[src/rtl/chisq_best_sel.sv]
// Chi-square output selector: forwards one channel by index (select mode) or
// scans the channels serially for the smallest value and its index (min mode).
module chisq_best_sel #(
  parameter int CHISQBITS = 32,
  parameter int NCH       = 4,
  parameter int SELBITS   = 2
) (
  input  logic                     clk,
  input  logic                     rst,
  input  logic                     in_valid,
  output logic                     in_ready,
  input  logic [NCH*CHISQBITS-1:0] chisq_in,
  input  logic [NCH-1:0]           ovf_in,
  input  logic                     mode,
  input  logic [SELBITS-1:0]       sel,
  output logic                     out_valid,
  input  logic                     out_ready,
  output logic [CHISQBITS-1:0]     chisq_out,
  output logic [SELBITS-1:0]       idx_out,
  output logic                     all_ovf,
  output logic [1:0]               state_dbg
);

  // Handshake: a transfer happens on a rising edge where valid && ready are
  // both high; in_ready is high only in IDLE, out_valid only in HOLD.
  typedef enum logic [1:0] {
    ST_IDLE = 2'd0,
    ST_SCAN = 2'd1,
    ST_HOLD = 2'd2
  } state_t;

  localparam logic [CHISQBITS-1:0] SAT = {CHISQBITS{1'b1}};

  state_t                   r_state;
  state_t                   w_next;
  logic [NCH*CHISQBITS-1:0] r_chisq_cap;
  logic [NCH-1:0]           r_ovf_cap;
  logic [SELBITS-1:0]       r_cnt;
  logic [CHISQBITS-1:0]     r_best;
  logic [SELBITS-1:0]       r_idx;
  logic                     r_all_ovf;

  logic                     w_accept;
  logic                     w_scan_last;
  logic [CHISQBITS-1:0]     w_sel_eff;
  logic [SELBITS-1:0]       w_sel_idx;
  logic                     w_sel_ovf;
  logic [CHISQBITS-1:0]     w_scan_eff;
  logic                     w_scan_ovf;

  assign w_accept    = in_valid && (r_state == ST_IDLE);
  assign w_scan_last = (r_cnt == SELBITS'(NCH - 1));

  // Out-of-range sel matches no channel and falls back to channel 0.
  always_comb begin
    w_sel_idx = '0;
    w_sel_ovf = ovf_in[0];
    w_sel_eff = ovf_in[0] ? SAT : chisq_in[0 +: CHISQBITS];
    for (int k = 1; k < NCH; k++) begin
      if (sel == SELBITS'(k)) begin
        w_sel_idx = SELBITS'(k);
        w_sel_ovf = ovf_in[k];
        w_sel_eff = ovf_in[k] ? SAT : chisq_in[k*CHISQBITS +: CHISQBITS];
      end
    end
  end

  always_comb begin
    w_scan_ovf = r_ovf_cap[0];
    w_scan_eff = r_ovf_cap[0] ? SAT : r_chisq_cap[0 +: CHISQBITS];
    for (int k = 1; k < NCH; k++) begin
      if (r_cnt == SELBITS'(k)) begin
        w_scan_ovf = r_ovf_cap[k];
        w_scan_eff = r_ovf_cap[k] ? SAT : r_chisq_cap[k*CHISQBITS +: CHISQBITS];
      end
    end
  end

  always_ff @(posedge clk or posedge rst) begin
    if (rst) r_state <= ST_IDLE;
    else     r_state <= w_next;
  end

  always_comb begin
    w_next = r_state;
    case (r_state)
      ST_IDLE: if (w_accept)    w_next = mode ? ST_SCAN : ST_HOLD;
      ST_SCAN: if (w_scan_last) w_next = ST_HOLD;
      ST_HOLD: if (out_ready)   w_next = ST_IDLE;
      default:                  w_next = ST_IDLE;
    endcase
  end

  always_comb begin
    in_ready  = (r_state == ST_IDLE);
    out_valid = (r_state == ST_HOLD);
    state_dbg = r_state;
  end

  // Ties never replace the current best, so the lowest index wins; an
  // all-overflow vector therefore reports channel 0 with the saturated value.
  always_ff @(posedge clk or posedge rst) begin
    if (rst) begin
      r_chisq_cap <= '0;
      r_ovf_cap   <= '0;
      r_cnt       <= '0;
      r_best      <= '0;
      r_idx       <= '0;
      r_all_ovf   <= 1'b0;
    end else if (w_accept) begin
      r_chisq_cap <= chisq_in;
      r_ovf_cap   <= ovf_in;
      r_cnt       <= '0;
      if (!mode) begin
        r_best    <= w_sel_eff;
        r_idx     <= w_sel_idx;
        r_all_ovf <= w_sel_ovf;
      end
    end else if (r_state == ST_SCAN) begin
      if ((r_cnt == '0) || (w_scan_eff < r_best)) begin
        r_best <= w_scan_eff;
        r_idx  <= r_cnt;
      end
      r_all_ovf <= (r_cnt == '0) ? w_scan_ovf : (r_all_ovf & w_scan_ovf);
      r_cnt     <= w_scan_last ? '0 : (r_cnt + SELBITS'(1));
    end
  end

  assign chisq_out = r_best;
  assign idx_out   = r_idx;
  assign all_ovf   = r_all_ovf;

endmodule

[config.mk]
export PLATFORM = sky130hd
export DESIGN_NAME = chisq_best_sel
export DESIGN_NICKNAME = d
export VERILOG_FILES = /design/src/rtl/chisq_best_sel.sv
export SDC_FILE = /design/constraint.sdc
export NUM_CORES = 1
export LEC_CHECK = 0
export ABC_CLOCK_PERIOD_IN_PS = 5400
export CAP_MARGIN = 5
export CORE_MARGIN = 4
export CORE_UTILIZATION = 45
export CTS_CLUSTER_SIZE = 10
export DETAILED_ROUTE_END_ITERATION = 16
export DONT_BUFFER_PORTS = 1
export PLACE_DENSITY = 0.67
export REMOVE_ABC_BUFFERS = 1
export SYNTH_ARGS = -nofsm -noshare
export SYNTH_HDL_FRONTEND = slang
export SYNTH_SLANG_ARGS = --single-unit
export TNS_END_PERCENT = 20
[constraint.sdc]
create_clock -name clk -period 5.4 [get_ports clk]
set_clock_uncertainty 0.2 [all_clocks]
set_input_delay 1.08 -clock clk [delete_from_list [all_inputs] [get_ports clk]]
set_output_delay 1.08 -clock clk [all_outputs]
set_load 0.03 [all_outputs]
---- After elaboration in Yosys (flattened, before gate mapping) ----
Index checks and enable logic that the tools add are counted.
operators by class
  $add $sub $neg .......................... 1
  $lt $le $gt $ge ......................... 1
  equality and inequality tests ........... 12
  mux-type cells .......................... 43
  bitwise operators ....................... 1
  reductions and logical operators ........ 9
operator list
  cell                   count
  $mux W32               18
  $lt A32 B32 Y1         1
  $mux W2                13
  $mux W1                11
  $eq A2 B2 Y1 const B   5
  $eq A2 B1 Y1 const B   3
  $pmux W2 S3            1
  $reduce_and A3 Y1      2
  $logic_not A2 Y1       2
  $ne A2 B1 Y1 const B   2
  $ne A2 B2 Y1 const B   2
  $reduce_bool A2 Y1     2
  $add A2 B1 Y2 const B  1
  $reduce_and A2 Y1      1
  $and A1 B1 Y1          1
  $logic_and A1 B1 Y1    1
  $logic_or A1 B1 Y1     1
storage, ports and cells
  register bits after elaboration ......... 171
  output and inout bits ................... 39
  logic and storage cells ................. 74

---- Logic depth before layout (Yosys ltp) ----
Gate-level depths: netlist of run 1.
  depth after elaboration ................. 9
  mapped depth ............................ 16
  depth with buffers taken out ............ 13

---- Least setup slack after synthesis of run 1 ----
Ideal clock, no wire load.
  kind .................................... reg2reg
  from .................................... reg r_cnt[1]
  to ...................................... reg r_idx[0], in the netlist idx_out[0]
  setup time .............................. 0.125 ns
  data arrival time ....................... 3.504 ns
  setup slack ............................. 1.571 ns
  cell stages (with the launch flop) ...... 15
  path buffers ............................ 3
  clock period less this slack ............ 3.829 ns
  path through ............................ dfrtp_1 > inv_1 > ha_1 > clkbuf_1 > clkbuf_1 > buf_1 > a21oi_1 > o22ai_1 > o21ai_1 > ha_1 > and4_1 > a221o_1 > a221o_1 > a21oi_4 > mux2_4
between the ends
  cells in the longest elaborated chain, start to end .. 8
ends and longest elaborated chain
  what                                   RTL line  RTL
  from (decl)                            38        logic [SELBITS-1:0] r_cnt;
  from (signal assigned)                 125       r_cnt <= w_scan_last ? '0 : (r_cnt + SELBITS'(1));
  $eq A2 B1 Y1                           72        if (r_cnt == SELBITS'(k)) begin
  $mux W32 (3 in series)                 72
  $lt A32 B32 Y1                         120       if ((r_cnt == '0) || (w_scan_eff < r_best)) begin
  $logic_or A1 B1 Y1 *                   120
  $reduce_bool A2 Y1 (no source line) *  n/a
  $reduce_and A3 Y1 (no source line) *   n/a
  to (signal assigned)                   116       r_idx <= w_sel_idx;
  to (signal assigned)                   122       r_idx <= r_cnt;
  to (decl)                              40        logic [SELBITS-1:0] r_idx;
Mark *: on every way between the ends. The rest lies on a longest branch, timed or not.
A chain may end at the register's enable or synchronous reset.

---- Worst setup path in the final report of run 1 ----
Ends and elaborated chain as after synthesis.

==> results.sh, run 1 <==
export IMPL_ctsResizeCount=0
export IMPL_drive_gt1_share_pct=6.13
export IMPL_diodes=0
export IMPL_globalplace_congestion=0.840
export IMPL_synth_top_family_by_area="simple AND/OR/NAND/NOR gates"
export IMPL_timing_max_slew_rel_slack_pct=22.7
export IMPL_ios=178
export IMPL_grt_remaining_overflow=0
export IMPL_worstRegToRegCells=15
export IMPL_h_tree_depth=4
export IMPL_path_max_fanout=34
export IMPL_fp_dieH_um=155
export IMPL_synth_warnings=0
export IMPL_grtUsageMet2_pct=39.8
export IMPL_design_area_um2=10500
export IMPL_static_leakage_power_nw=4.92
export IMPL_seq_area_frac_synth_pct=44.1
export IMPL_timing_critical_path_arrival_ns=4.99
export IMPL_cts_tree="built"
export IMPL_hold_buffers=0
export IMPL_hold_worst_slack_ns=0.270
export IMPL_clk_path_buf_depth=2
export IMPL_gr_usage_all_layers_pct=25.9
export IMPL_timing_critical_path_from_type="flop"
export IMPL_timing_critical_path_to_type="flop"
export IMPL_top_usage_layer="met2"
export IMPL_clock_root_buffer="sky130_fd_sc_hd__clkbuf_16"
export IMPL_cts_bufs_inserted=17
export IMPL_min_to="r_ovf_cap[2]"
export IMPL_crit_path_category="reg2reg"
export IMPL_first_global_vias=8602
export IMPL_detail_route_vias_per_cell=5.95
export IMPL_design_power_total_w=0.00751
export IMPL_clkTransAtPathRegs_ns=0.07
export IMPL_postLayoutCoreUtil_pct=49.7
export IMPL_clkLatencyLatePin_ns=0.44
export IMPL_route_detailed_wl_per_inst_um=21.4
export IMPL_p_sw_share_pct=46.4
export IMPL_max_freq_ghz=0.205
export IMPL_place_detailed_instances=1418
export IMPL_global_route_usage_met1_pct=35.0
export IMPL_rr_startpoint="r_cnt[1]"
export IMPL_cts_sinks=171
export IMPL_status="completed"
export IMPL_detail_route_drc_violations=0
export IMPL_finalNonFillerCells=1450
export IMPL_areaGrowthSynthToFinish_pct=8.00
export IMPL_floorplan_initialDensity_pct=46.0
export IMPL_grt_max_degree=102
export IMPL_synth_area_in_compound_gates_pct=18.5
export IMPL_die_width_um=155
export IMPL_yosys_area_share_adder_pct=4.52
export IMPL_grtUsageMet3_pct=8.03
export IMPL_global_route_wire_length_before_repair_um=48600
export IMPL_ys_types=49
export IMPL_max_cap_viol_count=0
export IMPL_switchingPower_w=0.00348
export IMPL_post_cts_setup_buffer_count=0
export IMPL_final_hold_violation_count=0
export IMPL_post_synth_xor_area_fraction_pct=0
export IMPL_yosys_register_bits=171
export IMPL_tightestPinTransition_ns=1.16
export IMPL_power_per_cell_area_nw_per_um2=717
export IMPL_detailedRoute_firstPassIterationCount=7
export IMPL_worst_r2r_setup_slack_ns=0.53
export IMPL_required_ns=5.51
export IMPL_synth_ff_type="sky130_fd_sc_hd__dfrtp_1"
export IMPL_ir_drop_uv=291
export IMPL_drt_total_wl_um=31000
export IMPL_floorplan_die_area_um2=24000
export IMPL_finish_net_count=1336
export IMPL_worstReg2RegEnd="idx_out[0]"
export IMPL_fp_row_count=53
export IMPL_synth_edf_count=0
export IMPL_port_buffers=0
export IMPL_finalCriticalPeriod_ns=4.87
export IMPL_core_region_area_um2=21100
export IMPL_power_combinational_fraction_pct=48.1
export IMPL_pwr_share_seq_pct=35.6
export IMPL_final_period_utilization_pct=90.2
export IMPL_setup_violators_final=0
export IMPL_dr_total_vias=8627
export IMPL_route_antenna_remaining_nets=0
export IMPL_number_of_slew_limit_violations_in_the_final_report=0
export IMPL_rsz_0062_raised_after_global_routing="false"
export IMPL_drt_iter0_markers=693
export IMPL_detailed_place_hpwl_um=21000
export IMPL_async_flop_share_pct=100
export IMPL_min_path_type="reg2reg"
export IMPL_syn_inst=1211
export IMPL_min_from="r_ovf_cap[2]"
export IMPL_post_dp_cell_area_um2=9890
export IMPL_power_report_internal_total_w=0.00403
export IMPL_post_synth_mux_area_share_pct=3.87
export IMPL_synth_simple_gate_area_share_pct=23.3
export IMPL_clockPowerShare_pct=16.4
export IMPL_grt_antenna_before_repair=0
export IMPL_syn_cell_area_um2=9700
export IMPL_avgSynthCellArea_um2=8.01
export IMPL_hold_path_cell_count=2
[worst max-delay path, cell delays in order, from the launching register on]
cell	delay (ns)
sky130_fd_sc_hd__dfrtp_1	0.41
sky130_fd_sc_hd__inv_1	0.10
sky130_fd_sc_hd__ha_2	0.46
sky130_fd_sc_hd__buf_12	0.25
sky130_fd_sc_hd__nor3_1	0.06
sky130_fd_sc_hd__a21oi_1	0.15
sky130_fd_sc_hd__o22ai_1	0.09
sky130_fd_sc_hd__o21ai_0	0.23
sky130_fd_sc_hd__ha_1	0.28
sky130_fd_sc_hd__a211oi_1	0.29
sky130_fd_sc_hd__nand2_1	0.09
sky130_fd_sc_hd__nor4_1	0.44
sky130_fd_sc_hd__a211oi_2	0.17
sky130_fd_sc_hd__a21oi_4	0.72
sky130_fd_sc_hd__buf_4	0.42
sky130_fd_sc_hd__mux2_4	0.33
[state kept, by name, summed over array words and instances (netlist names)]
name         count
r_ovf_cap        4
state_dbg        2
r_cnt            2
all_ovf          1
chisq_out       32
r_chisq_cap    128
idx_out          2
[metal layers]
layer | wire [um] | up-vias
met5 | 0 | -
met4 | 800 | 0
met3 | 2890 | 49
met2 | 14200 | 365
met1 | 13100 | 4147
li1 | - | 4066
[cells in the mapped netlist (all sizes together), types with 15 or more instances]
master | number | share of area [%]
ha | 35 | 4.5
nor3b | 15 | 1.2
nand2 | 414 | 16
buf | 16 | 1.2
inv | 39 | 1.5
mux2i | 33 | 3.4
nor3 | 42 | 2.2
clkbuf | 79 | 3.1
o22ai | 35 | 2.3
nor2 | 50 | 1.9
o221ai | 28 | 2.5
dfrtp | 171 | 44
a21oi | 41 | 2.3
o311ai | 15 | 1.4
o21ai | 122 | 6.3
[metrics by stage]
| stage | TNS, ns | worst slack (ns) |
|---|---|---|
| global placement | 0 | 0.598 |
| CTS | 0 | 0.520 |
| floorplan | -88.99 | -0.512 |
| global route | 0 | 0.173 |
| detailed placement | 0 | 0.544 |
| finish | 0 | 0.528 |
[area by class of cell]
type	count	area (um2)
clock buffer	19	453
clock inverter	13	131
fill	2064	10600
inverter	39	151
multi-input combinational	906	4870
sequential	171	4280
tap	275	344
timing repair buffer	27	240
[placed cells by master (no fill, tap or decap), types with 5 or more instances in the layout]
cell type,instances
sky130_fd_sc_hd__a21oi_1,39
sky130_fd_sc_hd__buf_4,24
sky130_fd_sc_hd__clkbuf_16,17
sky130_fd_sc_hd__dfrtp_1,171
sky130_fd_sc_hd__ha_1,33
sky130_fd_sc_hd__inv_1,38
sky130_fd_sc_hd__inv_6,6
sky130_fd_sc_hd__mux2i_1,33
sky130_fd_sc_hd__nand2_1,413
sky130_fd_sc_hd__nand2b_1,6
sky130_fd_sc_hd__nand3_1,11
sky130_fd_sc_hd__nand4_1,5
sky130_fd_sc_hd__nor2_1,50
sky130_fd_sc_hd__nor3_1,42
sky130_fd_sc_hd__nor3b_1,15
sky130_fd_sc_hd__o211ai_1,10
sky130_fd_sc_hd__o21ai_0,97
sky130_fd_sc_hd__o21ai_1,25
sky130_fd_sc_hd__o221ai_1,28
sky130_fd_sc_hd__o22ai_1,35
sky130_fd_sc_hd__o311ai_0,14
sky130_fd_sc_hd__o32a_1,9
[cell families (layout without fill, tap and decap cells)]
family,after synthesis,after routing
buffers and inverters,134,98
adders and majority gates,35,35
DFF,171,171
and+or+nand+nor,553,553
AOI/OAI and AO/OA,282,282
muxes,36,36
[power groups by stage]
| stage | clock (W) | combinational, W | sequential, W |
|---|---|---|---|
| 2_1_floorplan | 0 | 0.00273 | 0.00251 |
| 3_3_place_gp | 0 | 0.00351 | 0.00267 |
| 3_5_place_dp | 0 | 0.00359 | 0.00268 |
| 4_1_cts | 0.00125 | 0.00361 | 0.00267 |
| 5_1_grt | 0.00131 | 0.00411 | 0.00273 |
| 6_report | 0.00123 | 0.00361 | 0.00267 |
[worst max-delay path by stage]
stage,from,to,slack (ns),cells after the start
after floorplan,rst,all_ovf,-0.51,1
after global placement,r_cnt[1],idx_out[0],0.60,15
after detailed placement,r_cnt[1],idx_out[0],0.54,15
after CTS,r_cnt[1],idx_out[0],0.52,15
after global routing,r_cnt[1],idx_out[0],0.17,15
final,r_cnt[1],idx_out[0],0.53,15
(Power assumes the default switching activity.)
==> run 2, diff against run 1 <==
--- a/config.mk
+++ b/config.mk
@@ -13,6 +13,7 @@
 export DETAILED_ROUTE_END_ITERATION = 16
 export DONT_BUFFER_PORTS = 1
 export PLACE_DENSITY = 0.67
+export RECOVER_POWER = 100
 export REMOVE_ABC_BUFFERS = 1
 export SYNTH_ARGS = -nofsm -noshare
 export SYNTH_HDL_FRONTEND = slang
==> results.sh, run 2 (same netlist as run 1, synthesis figures left out) <==
export IMPL_timing_critical_path_arrival_ns=4.99
export IMPL_post_cts_setup_buffer_count=0
export IMPL_place_detailed_instances=1418
export IMPL_power_report_internal_total_w=0.00403
export IMPL_switchingPower_w=0.00347
export IMPL_multiInputGateArea_um2=4850
export IMPL_p_sw_share_pct=46.3
export IMPL_areaGrowthSynthToFinish_pct=7.67
export IMPL_timing_setup_tns_ns=0
export IMPL_path_common_cell="sky130_fd_sc_hd__buf_4"
export IMPL_ctsResizeCount=0
export IMPL_fillers=2069
export IMPL_h_tree_depth=4
export IMPL_power_combinational_fraction_pct=48.0
export IMPL_status="finished with violations"
export IMPL_first_global_vias=8602
export IMPL_finalNonFillerCells=1450
export IMPL_drive_gt1_share_pct=5.53
export IMPL_mostFrequentLayoutCell="sky130_fd_sc_hd__nand2_1"
export IMPL_min_from="r_chisq_cap[64]"
export IMPL_detail_route_vias_per_cell=5.96
export IMPL_min_path_type="reg2reg"
export IMPL_required_ns=5.51
export IMPL_timing_max_slew_rel_slack_pct=-134
export IMPL_clockPowerShare_pct=16.4
export IMPL_finish_net_count=1336
export IMPL_hold_buffers=0
export IMPL_cts_tree="built"
export IMPL_design_area_um2=10400
export IMPL_detail_route_drc_violations=0
export IMPL_rsz_0062_raised_after_global_routing="false"
export IMPL_setup_worst_path_start="state_dbg[0]"
export IMPL_finalCriticalPeriod_ns=4.88
export IMPL_detailedRoute_firstPassIterationCount=7
export IMPL_timing_critical_path_cells="nor2_1 > buf_4 > nand2_1 > buf_4 > a21oi_1 > mux2_1"
export IMPL_die_width_um=155
export IMPL_route_detailed_wl_per_inst_um=21.3
export IMPL_timing_critical_path_to_type="flop"
export IMPL_timing_critical_path_from_type="flop"
export IMPL_setup_violators_final=0
export IMPL_globalplace_congestion=0.840
export IMPL_hold_worst_slack_ns=0.272
export IMPL_gr_usage_all_layers_pct=25.9
export IMPL_fp_row_count=53
export IMPL_rr_startpoint="state_dbg[0]"
export IMPL_clk_path_buf_depth=2
export IMPL_port_buffers=0
export IMPL_grt_remaining_overflow=0
export IMPL_clkLatencyLatePin_ns=0.44
export IMPL_drt_total_wl_um=30900
export IMPL_diodes=0
export IMPL_top_register="r_chisq_cap"
export IMPL_cts_sinks=171
export IMPL_failing_checks="capacitance limit, slew limit"
export IMPL_tightestPinTransition_ns=3.50
export IMPL_pwr_share_seq_pct=35.6
export IMPL_ir_drop_uv=290
export IMPL_crit_path_category="reg2reg"
export IMPL_detailed_place_hpwl_um=21000
export IMPL_power_per_cell_area_nw_per_um2=718
export IMPL_dr_total_vias=8642
export IMPL_final_period_utilization_pct=90.4
export IMPL_layout_area_seq_um2=4280
export IMPL_drt_iter0_markers=769
export IMPL_cp_max_stage_delay_ns=2.44
export IMPL_path_max_fanout=101
export IMPL_grt_max_degree=102
export IMPL_max_cap_viol_count=4
export IMPL_design_power_total_w=0.00749
export IMPL_cts_bufs_inserted=17
export IMPL_final_hold_violation_count=0
export IMPL_route_antenna_remaining_nets=0
export IMPL_core_region_area_um2=21100
export IMPL_ios=178
export IMPL_fp_dieH_um=155
export IMPL_max_freq_ghz=0.205
export IMPL_grt_antenna_before_repair=0
export IMPL_static_leakage_power_nw=4.89
export IMPL_floorplan_initialDensity_pct=46.0
export IMPL_cp_slowest_cell="sky130_fd_sc_hd__nand2_1"
export IMPL_clkTransAtPathRegs_ns=0.07
export IMPL_number_of_slew_limit_violations_in_the_final_report=278
export IMPL_largest_register_ffs=128
export IMPL_clock_root_buffer="sky130_fd_sc_hd__clkbuf_16"
export IMPL_mostFrequentLayoutCells="414 x sky130_fd_sc_hd__nand2_1, 171 x sky130_fd_sc_hd__dfrtp_1, 97 x sky130_fd_sc_hd__o21ai_0"
export IMPL_floorplan_die_area_um2=24000
export IMPL_global_route_wire_length_before_repair_um=48600
export IMPL_post_dp_cell_area_um2=9890
==> run 2: cell types whose count changed in the layout (fill, tap and decap cells not counted), sizes merged <==
cell,change
clkbuf,+2
clkinvlp,+1
buf,-2
inv,-1
==> run 2: routing by layer <==
metal	global-route usage, %	vias to the layer above	share of wire [%]
met1	35.0	4156	42
met4	8.28	0	2.6
met5	0	-	0
li1	-	4062	-
met3	8.03	52	9.6
met2	39.8	372	46
==> run 2: stage by stage <==
stage,util [%],setup WS (ns)
floorplan,-,-0.512
global placement,46.9,0.598
detailed placement,46.9,0.544
CTS,49.7,0.520
global route,49.5,0.101
finish,49.5,0.521
==> run 2: layout make-up <==
type	instances	share of cell area (%)
clock buffer	19	4.34
sequential	171	41.0
inverter	39	1.44
multi-input combinational	906	46.4
timing repair buffer	27	2.23
tap	275	3.30
clock inverter	13	1.26
==> run 2: worst max-delay path, delay by kind of cell (launching register included) <==
| family | cells | cell delay, ns |
|---|---|---|
| multiplexers | 1 | 0.30 |
| buffers and inverters | 2 | 0.86 |
| flip-flops | 1 | 0.65 |
| AND/OR/NAND/NOR | 2 | 2.57 |
| AO/OA/AOI/OAI | 1 | 0.13 |
==> run 2: path summary, 6_finish.rpt <==
kind	to	slack [ns]	cells after the start
min in group asynchronous	chisq_out[30]	0.94	1
max in group asynchronous	chisq_out[22]	1.09	2
worst max register to register	chisq_out[0]	0.52	6
worst max-delay path	chisq_out[0]	0.52	6
worst min-delay path	r_chisq_cap[64]	0.27	2
worst min register to register	r_chisq_cap[64]	0.27	2
==> run 2: power groups by stage <==
stage	Sequential, W	Clock, W	Combinational, W
floorplan	0.00251	0	0.00273
global placement	0.00267	0	0.00351
detailed placement	0.00268	0	0.00359
CTS	0.00267	0.00125	0.00361
global route	0.00273	0.00131	0.00410
finish	0.00267	0.00123	0.00360
